--- config.mk ---
export PLATFORM = sky130hd
export DESIGN_NAME = input_debouncer
export DESIGN_NICKNAME = d
export VERILOG_FILES = /design/src/rtl/input_debouncer.sv
export SDC_FILE = /design/constraint.sdc
export NUM_CORES = 1
export LEC_CHECK = 0
export ABC_AREA = 1
export CELL_PAD_IN_SITES_DETAIL_PLACEMENT = 0
export CELL_PAD_IN_SITES_GLOBAL_PLACEMENT = 1
export CORE_AREA = 10 10 47 49
export DETAILED_ROUTE_END_ITERATION = 10
export DIE_AREA = 0 0 57 59
export GPL_TIMING_DRIVEN = 0
export PLACE_DENSITY_LB_ADDON = 0.1
export SLEW_MARGIN = 30
export SYNTH_ARGS = -nofsm -noshare
export SYNTH_HDL_FRONTEND = slang
export SYNTH_SLANG_ARGS = --single-unit
--- constraint.sdc ---
create_clock -name clk -period 1.95 [get_ports clk]
set_input_delay 0.39 -clock clk [delete_from_list [all_inputs] [get_ports clk]]
set_output_delay 0.39 -clock clk [all_outputs]
set_load 0.01 [all_outputs]
--- src/rtl/input_debouncer.sv ---
// ---------------------------------------------------------------------------
// input_debouncer
//
// Turns a raw asynchronous level (pushbutton, external strobe) into a clean,
// clk-synchronous level suitable for a downstream rising-edge pulse detector.
//
//   1. din is brought into the clk domain through a SYNC_STAGES-deep flop chain.
//   2. A two-state filter (STABLE / CHECK) only moves dout to the synchronised
//      value after it has disagreed with dout for DEBOUNCE_CYCLES consecutive
//      enabled samples.
//   3. A candidate transition that collapses before it is committed raises a
//      one-cycle glitch pulse.
//
// Parameters
//   SYNC_STAGES      synchroniser depth (>= 2)
//   DEBOUNCE_CYCLES  consecutive differing samples needed to commit (>= 1)
//   RESET_LEVEL      value of the synchroniser flops and dout while in reset
//
// Ports
//   clk     in   single clock, all logic on posedge
//   resetn  in   asynchronous active-low reset (release synchronous to clk)
//   en      in   1: filtering active; 0: filter frozen in STABLE, dout held
//   din     in   raw asynchronous level
//   dout    out  debounced, synchronised level (registered)
//   busy    out  1 while a candidate transition is being counted (CHECK)
//   glitch  out  registered one-cycle pulse when a candidate is aborted
//
// busy is a direct decode of the registered FSM state, so it doubles as the
// state observation point for checkers (busy == 1 <=> state == CHECK).
// ---------------------------------------------------------------------------
module input_debouncer #(
    parameter int   SYNC_STAGES     = 2,
    parameter int   DEBOUNCE_CYCLES = 16,
    parameter logic RESET_LEVEL     = 1'b0
) (
    input  logic clk,
    input  logic resetn,
    input  logic en,
    input  logic din,
    output logic dout,
    output logic busy,
    output logic glitch
);

    localparam int            CW       = $clog2(DEBOUNCE_CYCLES + 1);
    // Count value reached on the last differing sample before a commit.
    localparam logic [CW-1:0] CNT_LAST = CW'(DEBOUNCE_CYCLES - 1);

    typedef enum logic {
        STABLE = 1'b0,
        CHECK  = 1'b1
    } state_t;

    // -----------------------------------------------------------------------
    // Synchroniser: free-running, independent of en, so that a re-enable
    // sees an already-settled value of din.
    // -----------------------------------------------------------------------
    logic [SYNC_STAGES-1:0] sync_q;
    logic                   s;

    always_ff @(posedge clk or negedge resetn) begin
        if (!resetn) begin
            sync_q <= {SYNC_STAGES{RESET_LEVEL}};
        end else begin
            sync_q <= {sync_q[SYNC_STAGES-2:0], din};
        end
    end

    assign s = sync_q[SYNC_STAGES-1];

    // -----------------------------------------------------------------------
    // Filter FSM: state register
    // -----------------------------------------------------------------------
    state_t          state_q, state_d;
    logic [CW-1:0]   cnt_q,   cnt_d;
    logic            dout_q,  dout_d;
    logic            glitch_q, glitch_d;

    always_ff @(posedge clk or negedge resetn) begin
        if (!resetn) begin
            state_q  <= STABLE;
            cnt_q    <= '0;
            dout_q   <= RESET_LEVEL;
            glitch_q <= 1'b0;
        end else begin
            state_q  <= state_d;
            cnt_q    <= cnt_d;
            dout_q   <= dout_d;
            glitch_q <= glitch_d;
        end
    end

    // -----------------------------------------------------------------------
    // Filter FSM: next state / outputs
    // cnt holds the number of consecutive differing samples seen so far in
    // CHECK; it never exceeds DEBOUNCE_CYCLES-1 because the sample that
    // would make it DEBOUNCE_CYCLES commits dout instead.
    // -----------------------------------------------------------------------
    always_comb begin
        state_d  = state_q;
        cnt_d    = cnt_q;
        dout_d   = dout_q;
        glitch_d = 1'b0;

        if (!en) begin
            // Frozen: any candidate in progress is silently dropped, so a
            // later re-enable has to count the full window again.
            state_d = STABLE;
            cnt_d   = '0;
        end else begin
            case (state_q)
                STABLE: begin
                    cnt_d = '0;
                    if (s != dout_q) begin
                        if (DEBOUNCE_CYCLES == 1) begin
                            // A single differing sample already satisfies
                            // the window; commit without visiting CHECK.
                            dout_d = s;
                        end else begin
                            state_d = CHECK;
                            cnt_d   = CW'(1);
                        end
                    end
                end

                CHECK: begin
                    if (s == dout_q) begin
                        state_d  = STABLE;
                        cnt_d    = '0;
                        glitch_d = 1'b1;
                    end else if (cnt_q == CNT_LAST) begin
                        dout_d  = s;
                        state_d = STABLE;
                        cnt_d   = '0;
                    end else begin
                        cnt_d = cnt_q + CW'(1);
                    end
                end

                default: begin
                    state_d = STABLE;
                    cnt_d   = '0;
                end
            endcase
        end
    end

    assign dout   = dout_q;
    assign glitch = glitch_q;
    assign busy   = (state_q == CHECK);

endmodule

# Word level (Yosys, flattened, before mapping)
# Index checks and enable logic that the tools add are counted.
[word_totals] reg_bits=10 latchBits=0 wordCells=25 mem_count=0 output_inout_bits=3 in_bits=4 romBits=0 ram_bits=0
[op_classes] muxes=13 mul=0 bitwise_logic=2 n_addsub=1 shifts=0 n_reduce_logical=1 n_eq_ne=3 n_div=0 order_cmp=0
[op_table] operator="5-bit 2-to-1 mux" count=3
[op_table] operator="5-bit one-hot mux with 2 select lines" count=1
[op_table] operator="1-bit 2-to-1 mux" count=8
[op_table] operator="5-bit by 1-bit adder with 5-bit output, second input constant" count=1
[op_table] operator="5-bit by 4-bit equality test with 1-bit output, second input constant" count=1
[op_table] operator="4-bit AND reduction" count=1
[op_table] operator="1-bit NOT" count=2
[op_table] operator="1-bit one-hot mux with 2 select lines" count=1
[op_table] operator="1-bit equality test" count=1
[op_table] operator="1-bit inequality test" count=1

# Logic depth before layout (Yosys ltp)
# Gate-level depths: netlist of the first run.
[logic_depth] ltp_word=5 mapped_depth=6 depth_no_buf=6

# Worst setup path before layout of the first run
# OpenSTA, ideal clock, no wires.
[synth_path] path_type="register to register" from="register cnt_q[0]" to="register dout_q, in the netlist dout" path_stages_with_launch=7 path_buffers=0 setup_ns=0.121 t_required_ns=1.829 slack_ns=0.921 period_less_slack_ns=1.029 t_arrival_ns=0.908 path_cell_list="dfrtp_1 -> ha_1 -> nand2_2 -> nor3_2 -> nand2_1 -> nand2_1 -> o21ai_1"
[synth_between] elab_chain_cells=2
[synth_lines] item="start: declaration" line_no="75" rtl="logic [CW-1:0] cnt_q, cnt_d;"
[synth_lines] item="start signal: assignment" line_no="87" rtl="cnt_q <= cnt_d;"
[synth_lines] item="5-bit by 4-bit equality test with 1-bit output" line_no="131" rtl="end else if (cnt_q == CNT_LAST) begin"
[synth_lines] item="4-bit AND reduction (no line)"
[synth_lines] item="end signal: assignment" line_no="88" rtl="dout_q <= dout_d;"
[synth_lines] item="end: declaration" line_no="76" rtl="logic dout_q, dout_d;"
# Every way passes these cells.
# A chain may end at the register's enable or synchronous reset.

# Worst setup path after layout of the first run
[layout_path] from="register dout_q, in the netlist dout" to="output dout"
[layout_lines] item="end: declaration" line_no="40" rtl="output logic dout,"
# No word-level cell between the ends.

==> results by group, run 1 <==
CTS
  – Worst-path clk slew: 0.07 ns
  – Number of gates resized after CTS: 0
  – Setup Buffers After CTS: 0
  – Bufs on Longest Clock Path: 2
  – Clock Sinks: 10
  – Root buffer cell: clkbuf_4
  – H-tree depth: 1
  – Total CTS buffers: 3
  – TritonCTS clock tree: done
  – Clk_lat worst skew: 0.27 ns
  – Post-CTS Hold Fix Bufs: 0

Power and ir drop
  – Lkg Pwr: 0.253 nW
  – Final Total Pwr: 0.434 mW
  – Pwr dens: 795 mW/mm^2
  – VDD IR max: 330 uV

Yosys
  – Top-area cell type share of the netlist area: 58.3%
  – Cell taking the most area after synthesis: dfrtp_1
  – Post-Synthesis Cell Area: 429 sq um
  – Register area share after synthesis: 58.3%
  – Synth area leaders: dfrtp_1 58%, nand2_1 8.7%, inv_1 6.1%
  – Synth Instances: 48
  – Synthesized Nets: 53
  – Synth top cells by count: 10 x dfrtp_1, 10 x nand2_1, 7 x inv_1
  – Yosys cell types: 14
  – Yosys reg bits: 10
  – Ys Warns: 0
  – Syn Area/Cell: 8.94 sq um
  – Ys flop type: dfrtp_1
  – Ys async rst share: 100%
  – EDFF count, synth: 0

Layout
  – Post-layout util: 38.9%
  – Antenna fix cells: 0
  – Fin nets: 64
  – Share of cells above drive strength 1: 12.1%
  – Fin cells: 74
  – Layout area overhead: 27.1%

Floorplan
  – Core ar.: 0.00140 sq mm
  – Initial core utilization: 30.6%
  – Die area: 0.00336 sq mm
  – Horiz. Die Dim: 57 microns
  – Core Rows: 14
  – I/O pins: 7
  – Die Height: 59 microns

STA
  – Fmax: 612 MHz
  – Max Slew Vio Count: 0
  – Setup Skew: 0.00162 ns
  – Fin. Hold Viols: 0
  – Minimum clock period: 1.64 ns
  – Worst Tran Pin Value: 0.445 ns
  – Setup ws final: 0.315 ns
  – Setup_tns: 0 ns
  – Fin crit share: 83.9%
  – Final Setup Violations: 0
  – Slew headroom: 70.3%
  – RSZ-0062 raised after global routing: false

Worst setup path
  – WP depth: 1
  – Worst setup SP type: flop
  – Reg2Reg Depth: 6
  – CP max stage cell: clkdlybuf4s50_1
  – Peak fanout along the critical path: 5
  – Req. time, crit path: 1.56 ns
  – Slowest stage delay, CP: 0.56 ns
  – WS Path Type: flop to output port
  – Critical Path AT: 1.25 ns
  – Critical path buffers and inverters: 1
  – Element type at the critical path end: output port
  – Family with the most delay on the worst path: buffers and inverters
  – Worst path cell trace: clkdlybuf4s50_1

Global route
  – First-pass GRT wire length: 1730 microns
  – GRT overflow: 0
  – Pin count of the biggest net entering global routing: 11
  – Total track usage: 6.77%
  – Number of global-route vias before repair: 404
  – Initial antenna violation count: 0

Place
  – DP HPWL: 682 microns
  – Placed insts: 70
  – DP Worst Slack: 0.515 ns
  – PortBufs: 6
  – GPL Wtd Cong: 0.693

Hold path
  – Hold path depth: 0
  – Hold crit path type: flop to flop

Drt
  – Via density: 4.68
  – Routed vias: 346
  – Residual DRC count: 0
  – DRT Wirelength: 890 microns
  – Iter 0 DRT Violations: 3
  – Wire length per cell: 12.0 microns
  – Antenna Nets Post-Route: 0
  – Pre-antenna DRT Iters: 2

Job
  – Max cap viols: 0

Run status
  – Outcome: finished, final reports clean
==> layer usage <==
layer / part of all wire (%) / GRT usage [%] / up-vias
li1: - / - / 171
met1: 40 / 6.86 / 160
met2: 48 / 10.1 / 10
met3: 6.5 / 2.79 / 5
met4: 5.3 / 7.05 / 0
met5: 0 / 0 / -
==> cell type report <==
class	instances	area, sq um
Clock buffer	4	36.3
Tap cell	16	20.0
Multi-Input combinational cell	30	149
Inverter	8	30.0
Fill cell	147	856
Sequential cell	10	250
Timing Repair Buffer	6	60.1
==> per-stage QoR <==
stage	hold WS (ns)	instance area, sq um
2_1_floorplan	0.0944	429
3_3_place_gp	0.344	509
3_5_place_dp	0.338	509
4_1_cts	0.363	546
5_1_grt	0.370	546
6_report	0.360	546
==> power breakdown <==
group	internal (mW)	switching (mW)	total [mW]
sequential	0.213	0.00416	0.217
combinational	0.0128	0.0148	0.0276
clock	0.114	0.0752	0.189
total	0.339	0.0942	0.434
==> cell usage in the layout (no fill, tap or decap), drive strengths merged <==
cell type / instances
inv: 8
clkbuf: 4
xor2: 1
o21ai: 2
dfrtp: 10
nand2: 11
nand4: 1
nand3: 5
a21oi: 2
ha: 1
nor3: 1
nor2: 6
clkdlybuf4s50: 6
==> registers in the layout, summed over array words and instances, names as in the netlist <==
signal and count:
dout 1, busy 1, glitch 1, cnt_q 5, sync_q 2
==> logic make-up after synthesis <==
kind of cell / count (synthesis) / synth area share, %
buffers and inverters: 8 / 7.00
XOR/XNOR: 1 / 2.04
AND/OR/NAND/NOR: 24 / 25.1
AO/OA/AOI/OAI: 4 / 4.66
flip-flops: 10 / 58.3
adder cells (fa/ha/maj): 1 / 2.91
==> worst paths after layout <==
path	startpoint	endpoint	slack, ns
max	dout	dout	0.31
min	sync_q[0]	sync_q[1]	0.36
max reg2reg	cnt_q[0]	dout	0.79
min reg2reg	sync_q[0]	sync_q[1]	0.36
max in group asynchronous	resetn	glitch	1.22
min in group asynchronous	resetn	busy	0.43
Power figures use the tool's default switching activity.
==> run 2, diff against run 1 <==
--- a/config.mk
+++ b/config.mk
@@ -8,9 +8,9 @@
 export ABC_AREA = 1
 export CELL_PAD_IN_SITES_DETAIL_PLACEMENT = 0
 export CELL_PAD_IN_SITES_GLOBAL_PLACEMENT = 1
-export CORE_AREA = 10 10 47 49
+export CORE_MARGIN = 10
+export CORE_UTILIZATION = 32
 export DETAILED_ROUTE_END_ITERATION = 10
-export DIE_AREA = 0 0 57 59
 export GPL_TIMING_DRIVEN = 0
 export PLACE_DENSITY_LB_ADDON = 0.1
 export SLEW_MARGIN = 30
==> constraint.sdc (replaced) <==
create_clock -name clk -period 1.4 [get_ports clk]
set_input_delay 0.28 -clock clk [delete_from_list [all_inputs] [get_ports clk]]
set_output_delay 0.28 -clock clk [all_outputs]
set_load 0.01 [all_outputs]
==> run 2 against run 1 <==
  * Total power grew 23%
  * Core utilization increased by 2.1 points
  * Routed wire length down 4.3%
  * Clock power is essentially flat
  * Global-route usage fell by 1.2 points
  * Combinational power grew 36%
  * Die area is 4.7% lower
  * Clock skew barely moved
  * Sequential power rose by 39%
  * Count of clock-buffer cells in the layout fell by 1
  * Highest routed layer unchanged
  * Sequential share of layout area grew 1.6 points
  * Non-clock buffer count did not move
==> results by group, run 2 (synthesis gave the netlist of run 1 again) <==
Worst setup path
  – Worst flop-to-flop path startpoint: cnt_q[0] (unchanged)
  – Family with the most delay on the worst path: flip-flops (was buffers and inverters)
  – Worst setup SP type: flop (unchanged)
  – Req. time, crit path: 1.12 ns (was 1.56 ns)
  – Worst path cell trace: dlygate4sd2_1 (was clkdlybuf4s50_1)
  – Critical path buffers and inverters: 1 (unchanged)
  – Peak fanout along the critical path: 5 (unchanged)
  – Reg-to-reg endpoint: dout (unchanged)
  – Reg2Reg Depth: 6 (unchanged)
  – Element type at the critical path end: output port (unchanged)
  – CP max stage cell: dfrtp_1 (was clkdlybuf4s50_1)
  – Critical Path AT: 0.97 ns (was 1.25 ns)
  – Register-to-Register Setup Slack: 0.23 ns (was 0.79 ns)
  – WS Path Type: flop to output port (unchanged)
  – Slowest stage delay, CP: 0.41 ns (was 0.56 ns)

Power and ir drop
  – Sequential fraction of design power: 56.8% (was 50.1%)
  – Pwr dens: 1010 mW/mm^2 (was 795 mW/mm^2)
  – Comb pwr share: 7.0% (was 6.4%)
  – Lkg Pwr: 0.259 nW (was 0.253 nW)
  – Clock network fraction of total power: 36.1% (was 43.5%)
  – Net switching power: 0.119 mW (was 0.0942 mW)
  – Int Pwr: 0.412 mW (was 0.339 mW)
  – VDD IR max: 396 uV (was 330 uV)
  – Net Sw Frac: 22.5% (was 21.7%)

STA
  – Fmax: 801 MHz
  – Worst Tran Pin Value: 0.449 ns (was 0.445 ns)
  – Setup_tns: 0 ns (unchanged)
  – Slew headroom: 70.0% (was 70.3%)
  – Fin crit share: 89.2%
  – RSZ-0062 raised after global routing: false (unchanged)
  – Hold Slack: 0.329 ns (was 0.360 ns)
  – Final Setup Violations: 0 (unchanged)
  – Fin. Hold Viols: 0 (unchanged)
  – Max Slew Vio Count: 0 (unchanged)
  – Setup Skew: 0.00131 ns (was 0.00162 ns)
  – Minimum clock period: 1.25 ns

CTS
  – Number of gates resized after CTS: 3 (was 0)
  – Total CTS buffers: 3 (unchanged)
  – Bufs on Longest Clock Path: 2 (unchanged)
  – Worst-path clk slew: 0.06 ns (was 0.07 ns)
  – H-tree depth: 1 (unchanged)
  – Clock Sinks: 10 (unchanged)
  – Clk_lat worst skew: 0.26 ns (was 0.27 ns)
  – Post-CTS Hold Fix Bufs: 0 (unchanged)
  – Root buffer cell: clkbuf_4 (unchanged)
  – TritonCTS clock tree: done (unchanged)
  – Setup Buffers After CTS: 0 (unchanged)

Global route
  – Number of global-route vias before repair: 347 (was 404)
  – Pin count of the biggest net entering global routing: 11 (unchanged)
  – GRT overflow: 0 (unchanged)
  – Total track usage: 5.56% (was 6.77%)
  – Initial antenna violation count: 0 (unchanged)
  – First-pass GRT wire length: 1410 microns (was 1730 microns)

Layout
  – Max reg flops: 5 (unchanged)
  – Top flop regs: cnt_q (5), sync_q (2) (unchanged)
  – Fin cells: 72 (was 74)
  – Layout area overhead: 22.7% (was 27.1%)
  – Reg with most FFs: cnt_q (unchanged)
  – Most frequent cells in the layout: 10 x nand2_1, 10 x dfrtp_1, 7 x inv_1 (unchanged)
  – Antenna fix cells: 0 (unchanged)
  – Fin nets: 64 (unchanged)
  – Share of cells above drive strength 1: 10.5% (was 12.1%)

Place
  – PortBufs: 6 (unchanged)
  – DP HPWL: 669 microns (was 682 microns)
  – GPL Wtd Cong: 0.722 (was 0.693)
  – Placed insts: 69 (was 70)

Drt
  – Pre-antenna DRT Iters: 4 (was 2)
  – Antenna Nets Post-Route: 0 (unchanged)
  – Iter 0 DRT Violations: 2 (was 3)
  – DRT Wirelength: 852 microns (was 890 microns)
  – Wire length per cell: 11.8 microns (was 12.0 microns)
  – Routed vias: 333 (was 346)
  – Residual DRC count: 0 (unchanged)
  – Via density: 4.63 (was 4.68)

Floorplan
  – Core ar.: 0.00128 sq mm (was 0.00140 sq mm)
  – Initial core utilization: 33.4% (was 30.6%)
  – Core Rows: 13 (was 14)
  – Horiz. Die Dim: 56.6 microns (was 57 microns)
  – Die area: 0.00321 sq mm (was 0.00336 sq mm)
  – I/O pins: 7 (unchanged)
  – Die Height: 56.6 microns (was 59 microns)

Job
  – Max cap viols: 0 (unchanged)

Hold path
  – Hold crit path type: primary input to async pin (was flop to flop)

Run status
  – Outcome: finished, final reports clean (unchanged)
[run 2: final cells by class]
class | count | area, sq um
clock buffer | 3 | 22.5
fill | 136 | 758
inverter | 8 | 30.0
multi-input combinational | 30 | 149
sequential | 10 | 250
tap | 15 | 18.8
timing repair buffer | 6 | 56.3
[run 2: worst max-delay path by stage]
stage	start	endpoint	slack [ns]	cells after the start
6_report	dout	dout	0.15	1
5_1_grt	dout	dout	0.10	1
4_1_cts	dout	dout	0.14	1
3_5_place_dp	en	dout	0.08	6
3_3_place_gp	en	dout	0.1	6
2_1_floorplan	cnt_q[0]	dout	0.37	6
[run 2: power groups by stage]
stage          Combinational [mW]  Clock, mW  Sequential, mW
2_1_floorplan              0.0158          0           0.308
3_3_place_gp               0.0388          0           0.307
3_5_place_dp               0.0400          0           0.307
4_1_cts                    0.0386      0.200           0.302
5_1_grt                    0.0429      0.210           0.303
6_report                   0.0374      0.192           0.302
[run 2: metal layers]
metal	track usage, %	share of wire [%]
met2	8.15	46
met4	4.12	2.1
met1	5.88	45
met5	0	0
met3	2.92	5.8
[run 2: metrics by stage]
| step | power (mW) | utilization (%) | setup slack [ns] | cell area (sq um) |
|---|---|---|---|---|
| 4_1_cts | 0.541 | 41.0 | 0.139 | 527 |
| 5_1_grt | 0.556 | 41.0 | 0.100 | 527 |
| 3_3_place_gp | 0.346 | 39.5 | 0.0959 | 508 |
| 6_report | 0.532 | 41.0 | 0.151 | 527 |
| 2_1_floorplan | 0.323 | - | 0.371 | 429 |
| 3_5_place_dp | 0.347 | 39.5 | 0.0818 | 508 |
